$ cat src/rtl/maze_pkg.sv
// Shared types and constants for the maze pixel pipeline.
package maze_pkg;

  localparam int unsigned MAZE_W_DEF     = 80;
  localparam int unsigned MAZE_H_DEF     = 60;
  localparam int unsigned CELL_SHIFT_DEF = 3;

  typedef enum logic [1:0] {
    FLOOR = 2'd0,
    WALL  = 2'd1,
    EXIT  = 2'd2,
    START = 2'd3
  } cell_code_t;

  typedef struct packed {
    logic [3:0] r;
    logic [3:0] g;
    logic [3:0] b;
  } rgb_t;

  localparam rgb_t COL_BLACK  = '{r: 4'h0, g: 4'h0, b: 4'h0};
  localparam rgb_t COL_WALL   = '{r: 4'h0, g: 4'h0, b: 4'hF};
  localparam rgb_t COL_FLOOR  = '{r: 4'hF, g: 4'hF, b: 4'hF};
  localparam rgb_t COL_EXIT   = '{r: 4'h0, g: 4'hF, b: 4'h0};
  localparam rgb_t COL_START  = '{r: 4'hF, g: 4'hF, b: 4'h0};
  localparam rgb_t COL_PLAYER = '{r: 4'hF, g: 4'h0, b: 4'h0};
  localparam rgb_t COL_GRID   = '{r: 4'h4, g: 4'h4, b: 4'h4};

endpackage

$ cat src/rtl/maze_blink_ctr.sv
// Vsync assertion-edge detector, frame counter and exit blink phase.
module maze_blink_ctr
  import maze_pkg::*;
#(
  parameter int unsigned BLINK_FRAMES = 30,
  parameter int unsigned SYNC_POL     = 0
) (
  input  logic clk,
  input  logic rst_n,
  input  logic vsync_in,
  output logic blink_on,
  output logic frame_start_c
);

  localparam int unsigned CW       = (BLINK_FRAMES > 1) ? $clog2(BLINK_FRAMES) : 1;
  localparam logic        SYNC_ACT = 1'(SYNC_POL);

  logic          vs_prev;
  logic [CW-1:0] frame_cnt;

  // One-cycle pulse when vsync_in moves into its active level.
  assign frame_start_c = (vsync_in == SYNC_ACT) && (vs_prev != SYNC_ACT);

  // Previous vsync level; starts inactive so reset release never looks like an edge.
  always_ff @(posedge clk or negedge rst_n) begin
    if (!rst_n) vs_prev <= ~SYNC_ACT;
    else        vs_prev <= vsync_in;
  end

  // Count frames and flip the blink phase every BLINK_FRAMES frames.
  always_ff @(posedge clk or negedge rst_n) begin
    if (!rst_n) begin
      frame_cnt <= '0;
      blink_on  <= 1'b1;
    end else if (frame_start_c) begin
      if (frame_cnt == CW'(BLINK_FRAMES - 1)) begin
        frame_cnt <= '0;
        blink_on  <= ~blink_on;
      end else begin
        frame_cnt <= frame_cnt + CW'(1);
      end
    end
  end

endmodule

$ cat src/rtl/maze_pixel_fetch.sv
// Pixel -> maze cell -> ROM read -> colour pipeline, 3 clk latency with aligned syncs.
// Optional MAZE_GRID_EN: floor pixels on a cell's first row/column render as grid lines.
module maze_pixel_fetch
  import maze_pkg::*;
#(
  parameter int unsigned MAZE_W       = MAZE_W_DEF,
  parameter int unsigned MAZE_H       = MAZE_H_DEF,
  parameter int unsigned CELL_SHIFT   = CELL_SHIFT_DEF,
  parameter int unsigned ROM_W        = 16,
  parameter int unsigned ASIZE        = $clog2(MAZE_W * MAZE_H),
  parameter int unsigned BLINK_FRAMES = 30,
  parameter int unsigned SYNC_POL     = 0
) (
  input  logic             clk,
  input  logic             rst_n,
  input  logic [9:0]       pix_x,
  input  logic [9:0]       pix_y,
  input  logic             pix_active,
  input  logic             hsync_in,
  input  logic             vsync_in,
  input  logic [6:0]       player_cx,
  input  logic [5:0]       player_cy,
  output logic             rom_en,
  output logic [ASIZE-1:0] rom_addr,
  input  logic [ROM_W-1:0] rom_dout,
  output logic [3:0]       vga_r,
  output logic [3:0]       vga_g,
  output logic [3:0]       vga_b,
  output logic             vga_hsync,
  output logic             vga_vsync
);

  localparam int unsigned PW       = 10;
  localparam logic        SYNC_INA = ~(1'(SYNC_POL));

  logic [PW-1:0]    col, row;
  logic             in_maze_c, hit_c;
  logic [6:0]       shadow_cx;
  logic [5:0]       shadow_cy;
  logic             blink_on, frame_start_c;
  logic [ASIZE-1:0] s1_addr;
  logic             s1_valid, s1_hit, s1_hs, s1_vs;
  logic             s2_valid, s2_hit, s2_hs, s2_vs;
  rgb_t             colour, floor_colour;
  logic             unused_rom_bits;
`ifdef MAZE_GRID_EN
  logic [CELL_SHIFT-1:0] s1_ox, s1_oy, s2_ox, s2_oy;
`endif

  // Only the cell code is meaningful in the ROM word.
  assign unused_rom_bits = ^rom_dout[ROM_W-1:2];

  maze_blink_ctr #(
    .BLINK_FRAMES (BLINK_FRAMES),
    .SYNC_POL     (SYNC_POL)
  ) u_blink (
    .clk           (clk),
    .rst_n         (rst_n),
    .vsync_in      (vsync_in),
    .blink_on      (blink_on),
    .frame_start_c (frame_start_c)
  );

  // Cell coordinates, visibility and player match for the incoming pixel.
  assign col       = pix_x >> CELL_SHIFT;
  assign row       = pix_y >> CELL_SHIFT;
  assign in_maze_c = pix_active && (32'(col) < MAZE_W) && (32'(row) < MAZE_H);
  assign hit_c     = (PW'(shadow_cx) == col) && (PW'(shadow_cy) == row);

  // Player position is sampled only at frame start to avoid tearing.
  always_ff @(posedge clk or negedge rst_n) begin
    if (!rst_n) begin
      shadow_cx <= '0;
      shadow_cy <= '0;
    end else if (frame_start_c) begin
      shadow_cx <= player_cx;
      shadow_cy <= player_cy;
    end
  end

  // S1: address and sideband; drives the ROM port directly.
  always_ff @(posedge clk or negedge rst_n) begin
    if (!rst_n) begin
      s1_addr  <= '0;
      s1_valid <= 1'b0;
      s1_hit   <= 1'b0;
      s1_hs    <= SYNC_INA;
      s1_vs    <= SYNC_INA;
`ifdef MAZE_GRID_EN
      s1_ox    <= '0;
      s1_oy    <= '0;
`endif
    end else begin
      s1_addr  <= ASIZE'(32'(row) * MAZE_W + 32'(col));
      s1_valid <= in_maze_c;
      s1_hit   <= in_maze_c && hit_c;
      s1_hs    <= hsync_in;
      s1_vs    <= vsync_in;
`ifdef MAZE_GRID_EN
      s1_ox    <= pix_x[CELL_SHIFT-1:0];
      s1_oy    <= pix_y[CELL_SHIFT-1:0];
`endif
    end
  end

  assign rom_en   = s1_valid;
  assign rom_addr = s1_addr;

  // S2: sideband waits alongside the ROM read.
  always_ff @(posedge clk or negedge rst_n) begin
    if (!rst_n) begin
      s2_valid <= 1'b0;
      s2_hit   <= 1'b0;
      s2_hs    <= SYNC_INA;
      s2_vs    <= SYNC_INA;
`ifdef MAZE_GRID_EN
      s2_ox    <= '0;
      s2_oy    <= '0;
`endif
    end else begin
      s2_valid <= s1_valid;
      s2_hit   <= s1_hit;
      s2_hs    <= s1_hs;
      s2_vs    <= s1_vs;
`ifdef MAZE_GRID_EN
      s2_ox    <= s1_ox;
      s2_oy    <= s1_oy;
`endif
    end
  end

  // Floor shade, with grid lines on the first row/column of each cell when enabled.
`ifdef MAZE_GRID_EN
  assign floor_colour = ((s2_ox == '0) || (s2_oy == '0)) ? COL_GRID : COL_FLOOR;
`else
  assign floor_colour = COL_FLOOR;
`endif

  // Colour priority: invisible, player, then cell code.
  always_comb begin
    colour = COL_BLACK;
    if (s2_valid) begin
      if (s2_hit) begin
        colour = COL_PLAYER;
      end else begin
        case (cell_code_t'(rom_dout[1:0]))
          WALL:    colour = COL_WALL;
          EXIT:    colour = blink_on ? COL_EXIT : COL_BLACK;
          START:   colour = COL_START;
          default: colour = floor_colour;
        endcase
      end
    end
  end

  // S3: registered pin outputs.
  always_ff @(posedge clk or negedge rst_n) begin
    if (!rst_n) begin
      vga_r     <= '0;
      vga_g     <= '0;
      vga_b     <= '0;
      vga_hsync <= SYNC_INA;
      vga_vsync <= SYNC_INA;
    end else begin
      vga_r     <= colour.r;
      vga_g     <= colour.g;
      vga_b     <= colour.b;
      vga_hsync <= s2_hs;
      vga_vsync <= s2_vs;
    end
  end

endmodule

$ cat config.mk
export PLATFORM = sky130hd
export DESIGN_NAME = maze_pixel_fetch
export DESIGN_NICKNAME = d
export VERILOG_FILES = /design/src/rtl/maze_pkg.sv /design/src/rtl/maze_blink_ctr.sv /design/src/rtl/maze_pixel_fetch.sv
export SDC_FILE = /design/constraint.sdc
export NUM_CORES = 1
export LEC_CHECK = 0
export BUFFER_PORTS_ARGS = -buffer_cell sky130_fd_sc_hd__buf_2
export CELL_PAD_IN_SITES_DETAIL_PLACEMENT = 2
export CELL_PAD_IN_SITES_GLOBAL_PLACEMENT = 2
export CORE_MARGIN = 4
export CORE_UTILIZATION = 33
export DETAILED_ROUTE_END_ITERATION = 10
export HOLD_SLACK_MARGIN = 0.12
export PLACE_DENSITY_LB_ADDON = 0.12
export SLEW_MARGIN = 40
export SYNTH_ARGS = -nofsm -noshare
export SYNTH_HDL_FRONTEND = slang
export SYNTH_HIERARCHICAL = 1
export SYNTH_SLANG_ARGS = --single-unit
$ cat constraint.sdc
create_clock -name clk -period 4.2 [get_ports clk]
set_input_delay 0.21 -clock clk [delete_from_list [all_inputs] [get_ports clk]]
set_output_delay 0.21 -clock clk [all_outputs]
set_load 0.03 [all_outputs]
==> impl_metrics.py <==
metrics = {
    "status": {
        "status": "finished clean",
    },
    "global_routing": {
        "grt_pass1_vias": 1780,
        "grt_pass1_wl_um": 9000,
        "overflow": 0,
        "grt_use_total_pct": 13.6,
        "grt_max_degree": 47,
        "antenna_found_initial": 0,
    },
    "sta": {
        "worst_pin_slew_ns": 0.580,
        "fin_skew_ns": 0.00698,
        "slew_headroom_pct": 61.3,
        "rsz0062_at_grt": "false",
        "finalSetupTns_ns": 0,
        "timing.fmax_ghz": 0.502,
        "finalHoldViolCount": 0,
        "period_minus_slack_ns": 1.99,
        "fin_crit_sh_pct": 47.4,
        "slew_violations": 0,
        "setup-violations-final": 0,
        "holdWs_ns": 0.148,
    },
    "clocking": {
        "cts_buffers": 5,
        "cts_tree": "yes",
        "clock-sinks": 46,
        "clkTransAtPathRegs_ns": 0.09,
        "clk_path_buf_depth": 2,
        "clk-insertion-delay-late_ns": 0.29,
        "cts_root_buffer": "clkbuf_8",
        "cts_resized": 0,
        "htreeDepth": 2,
    },
    "power_and_ir_drop": {
        "p_leak_nw": 1.32,
        "fin_total_pwr_mw": 1.14,
        "powerDensity_mw_per_mm2": 419,
        "max-vdd-ir-drop_uv": 160,
    },
    "min_path": {
        "min_path_cells": 2,
        "hp-class": "input pin to flop",
        "whs_endpoint": "shadow_cx[2]",
        "min_from": "player_cx[2]",
    },
    "yosys": {
        "post_synth.cell_area_avg_sq_um": 12.8,
        "syn_area_sq_mm": 0.00224,
        "netlist_instances": 175,
        "syn_nets": 250,
        "synth-edff-count": 0,
        "yosys_warnings": 6,
        "synth-seq-cells": 46,
        "synth-seq-area-share_pct": 51.8,
        "ys.flop_type": "dfrtp_1",
        "ys_async_sr_fraction_pct": 100,
        "synth_cell_types": 40,
    },
    "routing": {
        "first_pass_iters": 3,
        "wirelength_um": 5200,
        "routedWlPerCell_um": 16.4,
        "first_iter_violations": 36,
        "ant_nets": 0,
        "drc": 0,
        "drt-vias-per-instance": 4.88,
        "num_vias": 1547,
    },
    "setup_path": {
        "worstReg2RegStart": "shadow_cx[1]",
        "worstPathArrival_ns": 2.17,
        "r2r_cells": 4,
        "end_kind": "flop",
        "critPathSlowestCell": "fa_1",
        "crit_chain": "buf_2 -> ha_1 -> ha_1 -> fa_1 -> a21o_2 -> a21oi_1 -> xnor2_1 -> nand3b_1 -> xnor2_1",
        "crit_cells": 9,
        "r2r_setup_slack_ns": 2.75,
        "crit_required_ns": 4.38,
        "cp.buffers_inverters": 1,
        "cp_max_fo": 4,
        "slowest_delay_ns": 0.42,
        "crit_type": "input pin to flop",
        "startpoint_type": "input pin",
        "cp_top_family": "adder cells",
        "r2r-end": "s1_hit",
    },
    "layout": {
        "mostFrequentLayoutCell": "buf_2",
        "layout.nets": 314,
        "syn2layout_area_growth_pct": 21.5,
        "mostFrequentLayoutCells": "buf_2, dfrtp_1, ha_1",
        "antenna_cells": 0,
        "drive_above_1_share_pct": 40.8,
    },
    "place": {
        "hpwl_um": 4160,
        "portBuffers": 61,
        "gp_congestion": 0.705,
    },
    "floorplan": {
        "dieArea_sq_mm": 0.00817,
        "fp.dieW_um": 90.4,
        "initial_core_util_pct": 34.7,
        "core.rowCount": 29,
        "core_sq_mm": 0.00646,
        "ios": 82,
        "fp.dieH_um": 90.4,
    },
    "run": {
        "cap_violations": 0,
    },
}
[sequential cells by signal (all words and copies together) (netlist names)]
register	cells
rom_addr	13
rom_en	1
s1_hit	1
s1_hs	1
s1_vs	1
s2_hit	1
s2_hs	1
s2_valid	1
s2_vs	1
shadow_cx	7
shadow_cy	6
u_blink/blink_on	1
u_blink/frame_cnt	5
u_blink/vs_prev	1
vga_b	1
vga_g	1
vga_hsync	1
vga_r	1
vga_vsync	1
[synthesized netlist by cell type, drive strengths merged, types with 2 or more instances]
| cell | count | area share, % |
|---|---|---|
| dfrtp | 38 | 42 |
| ha | 19 | 11 |
| mux2 | 13 | 6.5 |
| xor2 | 13 | 5.1 |
| buf | 11 | 3.7 |
| xnor2 | 11 | 4.3 |
| nor2 | 9 | 1.6 |
| dfstp | 8 | 9.4 |
| nand2 | 7 | 1.2 |
| o21ai | 7 | 1.6 |
| inv | 5 | 0.84 |
| nand4 | 5 | 1.7 |
| a21oi | 4 | 1.1 |
| nor4 | 3 | 1.1 |
| a211oi | 2 | 0.89 |
| a21o | 2 | 0.73 |
| fa | 2 | 1.8 |
| nand3b | 2 | 0.67 |
| o31ai | 2 | 0.67 |
[cells by family after synthesis]
kind of cell	after synthesis	synth area share [%]
multiplexers	13	6.54
XOR/XNOR	24	9.39
adder cells (fa/ha/maj)	21	12.4
buffers and inverters	17	4.80
AO/OA/AOI/OAI	23	6.98
AND/OR/NAND/NOR	31	8.04
flip-flops	46	51.8
[worst register-to-register path: stages (launching register included)]
cell and delay, ns:
dfrtp_1 0.40, xor2_1 0.16, nor4_1 0.34, nand3_1 0.18
nor4_2 0.28
[repair_timing]
item,CTS,global route
setup buffers,0,0
endpoints found under the hold margin,45,0
hold buffers,7,0
[metrics by stage]
| stage | instances | utilization (%) | cell area (sq um) | setup slack, ns |
|---|---|---|---|---|
| after floorplan | 175 | - | 2240 | 2.20 |
| after global placement | 302 | 39.6 | 2560 | 1.93 |
| after detailed placement | 302 | 39.6 | 2560 | 1.89 |
| after CTS | 317 | 42.1 | 2720 | 2.20 |
| after global routing | 317 | 42.1 | 2720 | 2.09 |
| final | 317 | 42.1 | 2720 | 2.21 |
[how the worst max path moves through the flow]
| stage | startpoint | end | slack (ns) |
|---|---|---|---|
| 2_1_floorplan | pix_y[4] | rom_addr[12] | 2.20 |
| 4_1_cts | pix_y[4] | rom_addr[12] | 2.20 |
| 3_5_place_dp | pix_y[4] | rom_addr[12] | 1.89 |
| 5_1_grt | pix_y[4] | rom_addr[12] | 2.09 |
| 3_3_place_gp | pix_y[4] | rom_addr[12] | 1.93 |
| 6_report | pix_y[4] | rom_addr[12] | 2.21 |
[layout make-up]
| type | count | area [sq um] |
|---|---|---|
| clock inverters | 1 | 5.00 |
| multi-input cells | 112 | 971 |
| repair buffers | 68 | 378 |
| well taps | 77 | 96.3 |
| inverters | 6 | 23.8 |
| flip-flops and latches | 46 | 1160 |
| clock buffers | 7 | 86.3 |
| fillers | 689 | 3740 |
[power breakdown]
group / internal [mW] / switching (mW) / total, mW
clock network: 0.133 / 0.141 / 0.273
registers: 0.510 / 0.0536 / 0.564
logic: 0.123 / 0.178 / 0.302
[layer usage]
layer  vias up  track usage [%]  share of wire [%]
met3         2             5.17                7.1
li1        719                -                  -
met2        51             22.7                 50
met4         0             2.68               0.56
met5         -                0                  0
met1       775             16.8                 42
(Power assumes the default switching activity.)
